### src/rtl/seg_scan_ctrl.sv
// Scan controller for a 4-digit common-anode 7-segment display sharing one LEDdecoder.
// Digits are scanned 3..0, each phase blank then drive; new words land only at frame boundaries.
module seg_scan_ctrl #(
    parameter int PHASE_CYCLES = 16,
    parameter int BLANK_CYCLES = 2,
    parameter int CNT_W        = 16
) (
    input  logic        clk,
    input  logic        reset,
    input  logic        enable,
    input  logic        load,
    input  logic [15:0] digits_in,
    output logic [3:0]  char,
    output logic [3:0]  an,
    output logic        frame_done,
    output logic        pending
);

    localparam logic [1:0] S_IDLE  = 2'd0;
    localparam logic [1:0] S_BLANK = 2'd1;
    localparam logic [1:0] S_DRIVE = 2'd2;

    localparam logic [CNT_W-1:0] BLANK_LAST = CNT_W'(BLANK_CYCLES - 1);
    localparam logic [CNT_W-1:0] PHASE_LAST = CNT_W'(PHASE_CYCLES - 1);

    logic [1:0]       state, nxt_state;
    logic [CNT_W-1:0] cnt, nxt_cnt;
    logic [1:0]       idx, nxt_idx;
    logic [15:0]      active, pend_word, new_active;
    logic             xfer;

    always_comb begin
        nxt_state = state;
        nxt_cnt   = cnt;
        nxt_idx   = idx;
        if (!enable) begin
            nxt_state = S_IDLE;
            nxt_cnt   = '0;
            nxt_idx   = 2'd3;
        end else begin
            case (state)
                S_IDLE: begin
                    nxt_state = S_BLANK;
                    nxt_cnt   = '0;
                    nxt_idx   = 2'd3;
                end
                S_BLANK: begin
                    nxt_cnt = cnt + CNT_W'(1);
                    if (cnt == BLANK_LAST) nxt_state = S_DRIVE;
                end
                S_DRIVE: begin
                    if (cnt == PHASE_LAST) begin
                        nxt_state = S_BLANK;
                        nxt_cnt   = '0;
                        nxt_idx   = idx - 2'd1;
                    end else begin
                        nxt_cnt = cnt + CNT_W'(1);
                    end
                end
                default: begin
                    nxt_state = S_IDLE;
                    nxt_cnt   = '0;
                    nxt_idx   = 2'd3;
                end
            endcase
        end
    end

    // Active word only changes at a frame boundary or at scan start; a load on
    // that same cycle bypasses the pending buffer.
    always_comb begin
        xfer       = frame_done || (state == S_IDLE && enable);
        new_active = active;
        if (xfer) new_active = load ? digits_in : (pending ? pend_word : active);
    end

    always_ff @(posedge clk or negedge reset) begin
        if (!reset) begin
            state      <= S_IDLE;
            cnt        <= '0;
            idx        <= 2'd3;
            active     <= '0;
            pend_word  <= '0;
            pending    <= 1'b0;
            frame_done <= 1'b0;
            an         <= 4'hF;
            char       <= 4'h0;
        end else begin
            state  <= nxt_state;
            cnt    <= nxt_cnt;
            idx    <= nxt_idx;
            active <= new_active;
            if (xfer) begin
                pending <= 1'b0;
            end else if (load) begin
                pend_word <= digits_in;
                pending   <= 1'b1;
            end
            frame_done <= (nxt_state == S_DRIVE) && (nxt_idx == 2'd0) && (nxt_cnt == PHASE_LAST);
            an         <= (nxt_state == S_DRIVE) ? ~(4'b0001 << nxt_idx) : 4'hF;
            // char moves only on BLANK entry, while every anode is off
            if (nxt_state == S_IDLE)
                char <= 4'h0;
            else if (nxt_state == S_BLANK && nxt_cnt == '0)
                char <= new_active[{nxt_idx, 2'b00} +: 4];
        end
    end

endmodule

### config.mk
export PLATFORM = sky130hd
export DESIGN_NAME = seg_scan_ctrl
export DESIGN_NICKNAME = d
export VERILOG_FILES = /design/src/rtl/seg_scan_ctrl.sv
export SDC_FILE = /design/constraint.sdc
export NUM_CORES = 1
export LEC_CHECK = 0
export CAP_MARGIN = 20
export CORE_MARGIN = 3
export CORE_UTILIZATION = 50
export CTS_CLUSTER_SIZE = 28
export DETAILED_ROUTE_END_ITERATION = 12
export HOLD_SLACK_MARGIN = 0.12
export PLACE_DENSITY = 0.74
export SETUP_SLACK_MARGIN = 0.1
export SKIP_LAST_GASP = 1
export SLEW_MARGIN = 20
export SYNTH_ARGS = -nofsm -noshare
export SYNTH_HDL_FRONTEND = slang
export SYNTH_SLANG_ARGS = --single-unit
export TNS_END_PERCENT = 100
### constraint.sdc
create_clock -name clk -period 2.45 [get_ports clk]
set_clock_uncertainty 0.2 [all_clocks]
set_input_delay 0.3675 -clock clk [delete_from_list [all_inputs] [get_ports clk]]
set_output_delay 0.3675 -clock clk [all_outputs]
set_load 0.01 [all_outputs]
**After elaboration in Yosys (flattened, before gate mapping)**

Cells that the tools add are included.

- Flip-flop bits (word level): 62
- Input port bits: 20
- Output and inout bits: 10

- Add/sub/neg operators: 2
- Eq/ne operators: 7
- Shift-type cells: 2
- Mux-type cells: 18
- Bitwise gates (word level): 2
- Reductions and logical operators: 12

Operators with widths:

| operator | count |
|---|---|
| 2-to-1 mux 16 bit | 5 |
| equality test 16 x 4 -> 1 bit (second input constant) | 2 |
| case mux 16 bit (2 select lines) | 1 |
| adder 16 x 1 -> 16 bit (second input constant) | 1 |
| equality test 16 x 1 -> 1 bit (second input constant) | 1 |
| zero test 16 bit | 1 |
| indexed part select 16 x 5 -> 4 bit | 1 |
| 2-to-1 mux 4 bit | 3 |
| 2-to-1 mux 2 bit | 5 |
| zero test 2 bit | 3 |
| case mux 2 bit (3 select lines) | 1 |
| equality test 2 x 1 -> 1 bit (second input constant) | 2 |
| equality test 2 bit (second input constant) | 2 |
| logical AND 1 bit | 4 |
| inverter 4 bit | 1 |
| case mux 2 bit (2 select lines) | 1 |
| nonzero test 2 bit | 2 |
| << shifter 1 x 2 -> 4 bit (first input constant) | 1 |
| 2-to-1 mux 1 bit | 2 |
| AND reduction 2 bit | 1 |
| subtractor 2 x 1 -> 2 bit (second input constant) | 1 |
| logical OR 1 bit | 1 |
| inverter 1 bit | 1 |

**Logic depth before layout (Yosys ltp)**

Gate-level depths: netlist (run 1).

- Depth after elaboration: 8
- Mapped depth: 11
- Gate-level depth less buffers: 9

**Worst setup path after synthesis (run 1)**

OpenSTA, ideal clock, no wires.

- Path kind: reg-to-reg
- Start: reg cnt[0]
- End: reg frame_done
- Library setup time: 0.072 ns
- Data arrival time: 2.344 ns
- Required time: 2.178 ns
- Slack: -0.166 ns
- Stages on the path, launching flop included: 9
- Period minus slack after synthesis: 2.616 ns
- Cells stage by stage: dfrtp_1 -> ha_1 -> and4b_1 -> nand4_2 -> xnor2_1 -> a221oi_4 -> inv_2 -> or4_1 -> nor2_1

- Word-level cells in the longest chain between the ends: 7

Ends and longest elaborated chain:

| what | line | text |
|---|---|---|
| start: declaration | 27 | `logic [CNT_W-1:0] cnt, nxt_cnt;` |
| start signal: assignment | 90 | `cnt <= nxt_cnt;` |
| equality test 16 x 4 -> 1 bit | 52 | `if (cnt == PHASE_LAST) begin` |
| 2-to-1 mux 2 bit | 52 |  |
| case mux 2 bit (2 select lines) | 41 | `case (state)` |
| 2-to-1 mux 2 bit | 36 | `if (!enable) begin` |
| net nxt_idx[0] | 28 | `logic [1:0] idx, nxt_idx;` |
| zero test 2 bit | 99 | `frame_done <= (nxt_state == S_DRIVE) && (nxt_idx == 2'd0) && (nxt_cnt == PHASE_LAST);` |
| logical AND 1 bit (2 in series) | 99 |  |
| end signal: assignment | 99 |  |
| end: declaration | 15 | `output logic frame_done,` |

The timed path passes the listed nets, and every way through them passes these cells.
A chain may end at the register's enable or synchronous reset.

**Worst setup path after layout (run 1)**

- Start: reg cnt[0]
- End: reg char[0]

- Word-level cells in the longest chain between the ends: 7

Ends and longest elaborated chain:

| what | line | text |
|---|---|---|
| adder 16 x 1 -> 16 bit, or another cell as far along | 48, 57 |  |
| 2-to-1 mux 16 bit, or another cell as far along | 52 |  |
| case mux 16 bit (2 select lines), or another cell as far along | 41 |  |
| 2-to-1 mux 16 bit or 2-to-1 mux 2 bit (tied branches) | 36 |  |
| zero test 16 bit, or another cell as far along | 104 | `else if (nxt_state == S_BLANK && nxt_cnt == '0)` |
| logical AND 1 bit or 2-to-1 mux 4 bit (tied branches) | 104 |  |
| nonzero test 2 bit (no source line) or 2-to-1 mux 4 bit (tied branches) | n/a |  |
| end signal: assignment | 105 | `char <= new_active[{nxt_idx, 2'b00} +: 4];` |
| end: declaration | 13 | `output logic [3:0] char,` |

Parallel ways exist; a longest one is shown, timed or not. The select of a mux whose other input is x is not followed.

==> results of run 1 <==
## synth_stat cells, drive strengths merged, types with 2 or more instances
master,count
dfrtp,56
nor2,26
nor2b,23
o21ai,22
mux2,17
a22oi,15
a31oi,15
inv,13
nand2,12
clkbuf,10
nand3,10
a211oi,9
buf,9
xor2,9
nand4,7
xnor2,7
dfstp,6
ha,6
nor4,6
nor3,5
o32ai,4
a21oi,3
and3,3
a311o,2
nand4b,2
o2111ai,2
or3,2
## flip-flops by register name (all words and copies together) (netlist names)
register and cells:
active 16, cnt 16, pend_word 16, an 4
char 4, idx 2, state 2, frame_done 1
pending 1
## per-stage QoR
| step | hold slack [ns] | power, mW | TNS [ns] | setup slack (ns) |
|---|---|---|---|---|
| after global routing | 0.331 | 2.90 | -0.603 | -0.157 |
| after global placement | 0.166 | 1.74 | -0.187 | -0.0677 |
| after detailed placement | 0.166 | 1.76 | -0.487 | -0.130 |
| after floorplan | -0.128 | 1.54 | -0.0225 | -0.0225 |
| final | 0.312 | 2.77 | -0.0803 | -0.0322 |
| after CTS | 0.313 | 2.76 | 0 | 0.0291 |
## worst max-delay path, cell delays in order (launching register included)
cell                        delay (ns)
sky130_fd_sc_hd__dfrtp_2          0.46
sky130_fd_sc_hd__ha_4             0.20
sky130_fd_sc_hd__nand3_4          0.10
sky130_fd_sc_hd__nor4_4           0.06
sky130_fd_sc_hd__buf_4            0.14
sky130_fd_sc_hd__or3_4            0.32
sky130_fd_sc_hd__a22o_4           0.24
sky130_fd_sc_hd__nor4_4           0.21
sky130_fd_sc_hd__o2111ai_4        0.18
sky130_fd_sc_hd__o32ai_2          0.28
## logic make-up after synthesis
family                     count (synthesis)
muxes                                     17
xor gates and xnor gates                  16
buffers and inverters                     32
DFF                                       62
AOI/OAI and AO/OA                         80
and+or+nand+nor                          105
adders and majority gates                  6
## final timing paths
kind / startpoint / to / slack, ns / depth (start not counted)
max in group asynchronous: reset / cnt[3]$_DFF_PN0_ / 1.12 / 3
min in group asynchronous: reset / cnt[9]$_DFF_PN0_ / 0.33 / 2
worst min register to register: pend_word[7]$_DFFE_PN0P_ / pend_word[7]$_DFFE_PN0P_ / 0.31 / 1
worst min-delay path: pend_word[7]$_DFFE_PN0P_ / pend_word[7]$_DFFE_PN0P_ / 0.31 / 1
worst max-delay path: cnt[0]$_DFF_PN0_ / char[0]$_DFFE_PN0P_ / -0.03 / 9
worst max register to register: cnt[0]$_DFF_PN0_ / char[0]$_DFFE_PN0P_ / -0.03 / 9
## per-layer routing
layer	vias to the layer above	track usage [%]	routed length, um
li1	1303	-	-
met1	1415	28.8	3550
met2	77	40.3	4310
met3	19	6.81	395
met4	0	8.51	167
met5	-	0	0
## repair_timing
item                                    in CTS  in global routing
setup buffers                                7                  3
pin swaps                                   14                  3
hold buffers                                 1                  0
hold endpoints to repair                    15                  0
resized for setup                           19                  8
endpoints found under the setup margin       8                  8
## area by class of cell
type                            instances  area share [%]
Clock inverter                          3            1.53
Tap cell                               75            2.13
Multi-Input combinational cell        224            39.5
Timing Repair Buffer                   80            16.8
Inverter                               13            1.11
Clock buffer                           13            3.37
Sequential cell                        62            35.6
## power groups by stage
stage,registers [mW],clock network [mW],logic (mW)
after floorplan,1.23,0,0.312
after global placement,1.24,0,0.500
after detailed placement,1.25,0,0.516
after CTS,1.23,1.00,0.528
after global routing,1.25,1.05,0.599
final,1.23,0.993,0.545
==> impl_summary.log, run 1 <==
[metrics] Switching Fraction: 26.4%
[metrics] first-pass GRT wire length: 14,000 um
[metrics] Post-Syn Area per Cell: 10.4 sq um
[metrics] final hold violation count: 0
[metrics] synthesized netlist net count: 344
[metrics] largest voltage drop on the vdd net: 0.505 mV
[metrics] Post-Syn Instances: 318
[metrics] starting density of the core: 53.5%
[metrics] fraction of final layout cells sized beyond drive strength 1: 31.9%
[metrics] Distinct cells, synth: 54
[metrics] number of buffers added by the clock tree synthesis step: 9
[metrics] largest cells by area after synthesis: sky130_fd_sc_hd__dfrtp_1, sky130_fd_sc_hd__mux2_2, sky130_fd_sc_hd__dfstp_2
[metrics] Cell Pwr Density: 627 nW/um^2
[metrics] fraction of synthesized area in multiplexers: 5.80%
[metrics] DRC violations left: 0
[metrics] share of synthesized cell area in and, or, nand and nor gates: 19.2%
[metrics] final std cells w/o fill: 470
[metrics] area of all placed cells without fillers: 4410 sq um
[metrics] average wire per standard cell: 17.9 um
[metrics] Max-slew headroom: 65.5%
[metrics] total placed cells including tap cells: 443
[metrics] Max Buffers Root-to-Sink: 2
[metrics] relative contribution of combinational cells to total power: 19.7%
[metrics] class of the most critical hold timing path: reg2reg
[metrics] count of boundary I/O pins: 30
[metrics] share of the yosys chip area belonging to registers: 47.3%
[metrics] combinational family with the most area after synthesis: simple AND/OR/NAND/NOR gates
[metrics] f_max: 403 MHz
[metrics] clock tree from TritonCTS: done
[metrics] full die area: 7610 sq um
[metrics] flip-flop cell with the highest count after synthesis: sky130_fd_sc_hd__dfrtp_1
[metrics] min cycle time layout: 2.48 ns
[metrics] synthesis warning total: 0
[metrics] count of routing violations after the opening detailed-route iteration: 175
[metrics] Maximum Capacitance Violations: 0
[metrics] commonest cells after routing, fill and taps aside: sky130_fd_sc_hd__dfrtp_1, sky130_fd_sc_hd__buf_4, sky130_fd_sc_hd__clkdlybuf4s50_1
[metrics] startpoint kind of the worst setup timing path: register
[metrics] RSZ-0062 raised after global routing: true
[metrics] clock-pin slew reported for the worst setup and hold paths after clock tree synthesis: 0.07 ns
[metrics] gp weighted congestion: 0.852
[metrics] power dissipated by switching net loads: 732 uW
[metrics] post-synthesis share of cell area spent on xor and xnor gates: 4.25%
[metrics] Layout Nets: 416
[metrics] Std-Cell Core Area: 6170 sq um
[metrics] Sink Count: 62
[metrics] quantity of I/O buffers inserted on ports: 29
[metrics] GRT Total Usage: 23.8%
[metrics] total congestion overflow after global routing: 0
[metrics] data arrival time of the critical path: 2.54 ns
[metrics] number of enable-type register cells in the synthesized netlist: 0
[metrics] Tcrit/Tclk final: 101%
[metrics] most common library cell in the layout ignoring fill and taps: sky130_fd_sc_hd__dfrtp_1
[metrics] area of all sequential standard cells: 1570 sq um
[metrics] Static Leak: 1.79 nW
[metrics] count of filler cells inserted in the layout: 422
[metrics] Multi-input gate area: 1740 sq um
[metrics] Via density: 5.99
[metrics] diode insertion count for antenna repair: 0
[metrics] Yosys reg bits: 62
[metrics] count of nets left with antenna violations after detail routing: 0
[metrics] worst setup margin: -0.0322 ns
[metrics] vias in the first global route: 2,911
[metrics] post-synth design cell area: 3300 sq um
[metrics] failing checks: negative setup slack
[metrics] wirelength, routed: 8420 um
[metrics] clock root buffer: sky130_fd_sc_hd__clkbuf_8
[metrics] sequential power share: 44.5%
[metrics] fraction of the mapped netlist area in compound gates: 17.1%
[metrics] maximum number of pins on one net before global-route repair: 42
[metrics] share of power burned in the clock network: 35.9%
[metrics] number of vias in the routed layout: 2,814
[metrics] share of async-settable or async-resettable flops after synthesis: 100%
[metrics] total placed instance area: 4020 sq um
[metrics] result of the run: finished, violations left
[metrics] adder and majority gate portion of the synthesized area: 2.28%
[metrics] share of Yosys cell area claimed by the top area cell type: 42.5%
[metrics] kind of critical path: reg2reg
[metrics] share of the core filled with cells: 71.6%
[metrics] antenna violations before repair: 0
[metrics] Die X: 87.2 um
[metrics] Int Pwr: 2.04 mW
[metrics] clk_lat worst skew: 0.35 ns
[metrics] pin slew with the least headroom to its limit: 0.518 ns
[metrics] required time reported for the critical path endpoint: 2.50 ns
[metrics] maximum fanout encountered on the critical timing path: 7
[metrics] type of destination of the critical path: register
[metrics] total half-perimeter wirelength after legalization and detailed placement: 5670 um
[metrics] max-slew violation count: 0
[metrics] area added between synthesis and finish: 33.8%
[metrics] number of search-and-repair iterations in the first detailed-routing pass: 4
[metrics] count of standard-cell rows: 28
[metrics] Chip Height: 87.2 um
[metrics] CTS H-tree lvls: 3
[metrics] Setup-failing EPs final: 4
[metrics] cell taking the most area after synthesis: sky130_fd_sc_hd__dfrtp_1
Power figures use the tool's default switching activity.
==> run 2, diff against run 1 <==
--- a/config.mk
+++ b/config.mk
@@ -6,7 +6,6 @@
 export NUM_CORES = 1
 export LEC_CHECK = 0
 export CAP_MARGIN = 20
-export CORE_MARGIN = 3
 export CORE_UTILIZATION = 50
 export CTS_CLUSTER_SIZE = 28
 export DETAILED_ROUTE_END_ITERATION = 12
==> impl_summary.log, run 2 (synthesis results as in run 1) <==
[metrics] result of the run: finished, violations left
[metrics] failing checks: negative setup slack
[metrics] Die X: 83.2 um
[metrics] class of the most critical hold timing path: in2async
[metrics] worst path buffer plus inverter count: 2
[metrics] DRC violations left: 0
[metrics] area of all sequential standard cells: 1570 sq um
[metrics] largest voltage drop on the vdd net: 0.449 mV
[metrics] Via density: 5.98
[metrics] full die area: 6920 sq um
[metrics] starting density of the core: 51.9%
[metrics] maximum fanout encountered on the critical timing path: 5
[metrics] kind of critical path: reg2reg
[metrics] pin slew with the least headroom to its limit: 0.519 ns
[metrics] final hold violation count: 0
[metrics] clock-pin slew reported for the worst setup and hold paths after clock tree synthesis: 0.07 ns
[metrics] Setup-failing EPs final: 5
[metrics] largest registers: active: 16 flops, cnt: 16 flops, pend_word: 16 flops
[metrics] clock tree from TritonCTS: done
[metrics] Chip Height: 83.2 um
[metrics] Largest stage delay, worst path: 0.48 ns
[metrics] share of the core filled with cells: 71.4%
[metrics] power consumption: 2.81 mW
[metrics] max-slew violation count: 0
[metrics] Tcrit/Tclk final: 102%
[metrics] diode insertion count for antenna repair: 0
[metrics] Max-slew headroom: 65.1%
[metrics] sequential power share: 44.1%
[metrics] number of vias in the routed layout: 2,876
[metrics] min cycle time layout: 2.51 ns
[metrics] f_max: 399 MHz
[metrics] gp weighted congestion: 0.875
[metrics] Switching Fraction: 28.0%
[metrics] Slowest cell on crit path: sky130_fd_sc_hd__or4_4
[metrics] clk_lat worst skew: 0.35 ns
[metrics] Std-Cell Core Area: 6350 sq um
[metrics] power dissipated by switching net loads: 785 uW
[metrics] Top cell by count, worst path: sky130_fd_sc_hd__buf_4
[metrics] Maximum Capacitance Violations: 0
[metrics] RSZ-0062 raised after global routing: true
[metrics] Cell Pwr Density: 619 nW/um^2
[metrics] total half-perimeter wirelength after legalization and detailed placement: 5730 um
[metrics] data arrival time of the critical path: 2.58 ns
[metrics] type of destination of the critical path: register
[metrics] GRT Total Usage: 25.5%
[metrics] count of standard-cell rows: 29
[metrics] required time reported for the critical path endpoint: 2.52 ns
[metrics] number of search-and-repair iterations in the first detailed-routing pass: 4
[metrics] wirelength, routed: 8520 um
[metrics] clock root buffer: sky130_fd_sc_hd__clkbuf_8
[metrics] vias in the first global route: 2,900
[metrics] CTS H-tree lvls: 3
[metrics] most common library cell in the layout ignoring fill and taps: sky130_fd_sc_hd__buf_4
[metrics] first-pass GRT wire length: 13,800 um
[metrics] fraction of final layout cells sized beyond drive strength 1: 36.1%
[metrics] share of power burned in the clock network: 35.9%
[metrics] worst setup margin: -0.0571 ns
[metrics] count of routing violations after the opening detailed-route iteration: 243
[metrics] total congestion overflow after global routing: 0
[metrics] delay-heaviest family, CP: simple AND/OR/NAND/NOR gates
[metrics] sequence of cells on the critical path: nor4_4 > buf_4 > buf_4 > nand4_1 > o22ai_1 > nand2_1 > or4_4 > nor2_1
[metrics] count of boundary I/O pins: 30
[metrics] startpoint kind of the worst setup timing path: register
[metrics] quantity of I/O buffers inserted on ports: 29
[metrics] antenna violations before repair: 0
[metrics] Sink Count: 62
[metrics] Static Leak: 1.86 nW
[metrics] Multi-input gate area: 1800 sq um
[metrics] number of buffers added by the clock tree synthesis step: 9
[metrics] count of filler cells inserted in the layout: 448
[metrics] Max Buffers Root-to-Sink: 2
[metrics] area added between synthesis and finish: 37.4%
[metrics] count of nets left with antenna violations after detail routing: 0
[metrics] relative contribution of combinational cells to total power: 19.9%
[metrics] maximum number of pins on one net before global-route repair: 33
[metrics] commonest cells after routing, fill and taps aside: sky130_fd_sc_hd__buf_4, sky130_fd_sc_hd__dfrtp_1, sky130_fd_sc_hd__clkdlybuf4s50_1
[metrics] Int Pwr: 2.02 mW
[metrics] Layout Nets: 425
[metrics] average wire per standard cell: 17.7 um
-- run 2: cell types whose count changed in the layout (fill, tap and decap cells not counted), sizes merged --
cell and delta:
buf +9, clkbuf -4, clkinv +2, inv +1
clkinvlp +1
-- run 2: final cells by class --
class / count / area share, %
clock buffers: 9 / 2.73
clock inverters: 7 / 2.15
inverters: 13 / 1.08
multi-input cells: 224 / 39.7
flip-flops and latches: 62 / 34.7
well taps: 77 / 2.13
repair buffers: 89 / 17.5
-- run 2: timing repair --
action,4_1_cts,5_1_grt
hold buffers,1,0
pin swaps,18,5
endpoints found under the setup margin,8,8
endpoints found under the hold margin,17,0
buffers inserted,7,6
resized for setup,18,16
-- run 2: metrics by stage --
stage,hold WS (ns),setup WS [ns],setup TNS (ns),instance area (sq um),instances
2_1_floorplan,-0.128,-0.0225,-0.0225,3370,318
3_3_place_gp,0.143,-0.103,-0.391,4060,451
3_5_place_dp,0.157,-0.189,-0.649,4060,451
4_1_cts,0.309,-0.0258,-0.0593,4410,475
5_1_grt,0.329,-0.134,-0.566,4530,481
6_report,0.304,-0.0571,-0.155,4530,481
-- run 2: layer usage --
metal  track usage [%]  wire (um)  share of wire, %  vias up
met5                 0          0                 0        -
met4              10.7        230               2.7        0
met3              7.36        463               5.4       26
met2              39.9       4080                48       99
met1              33.1       3750                44     1427
li1                  -          -                 -     1324
-- run 2: path summary, 6_finish.rpt --
check / cells past startpoint / slack (ns) / startpoint / to
setup / recovery: 8 / -0.06 / cnt[6]$_DFF_PN0_ / frame_done$_DFF_PN0_
min in group clk: 1 / 0.31 / pend_word[0]$_DFFE_PN0P_ / pend_word[0]$_DFFE_PN0P_
max in group asynchronous: 3 / 1.14 / reset / an[1]$_DFF_PN1_
setup reg to reg: 8 / -0.06 / cnt[6]$_DFF_PN0_ / frame_done$_DFF_PN0_
hold / removal: 2 / 0.30 / reset / cnt[10]$_DFF_PN0_
hold reg to reg: 1 / 0.31 / pend_word[0]$_DFFE_PN0P_ / pend_word[0]$_DFFE_PN0P_
-- run 2: power by group through the flow --
stage / Clock (mW) / Sequential [mW] / Combinational, mW
2_1_floorplan: 0 / 1.23 / 0.312
3_3_place_gp: 0 / 1.25 / 0.505
3_5_place_dp: 0 / 1.25 / 0.524
4_1_cts: 1.02 / 1.24 / 0.532
5_1_grt: 1.08 / 1.25 / 0.608
6_report: 1.01 / 1.24 / 0.560
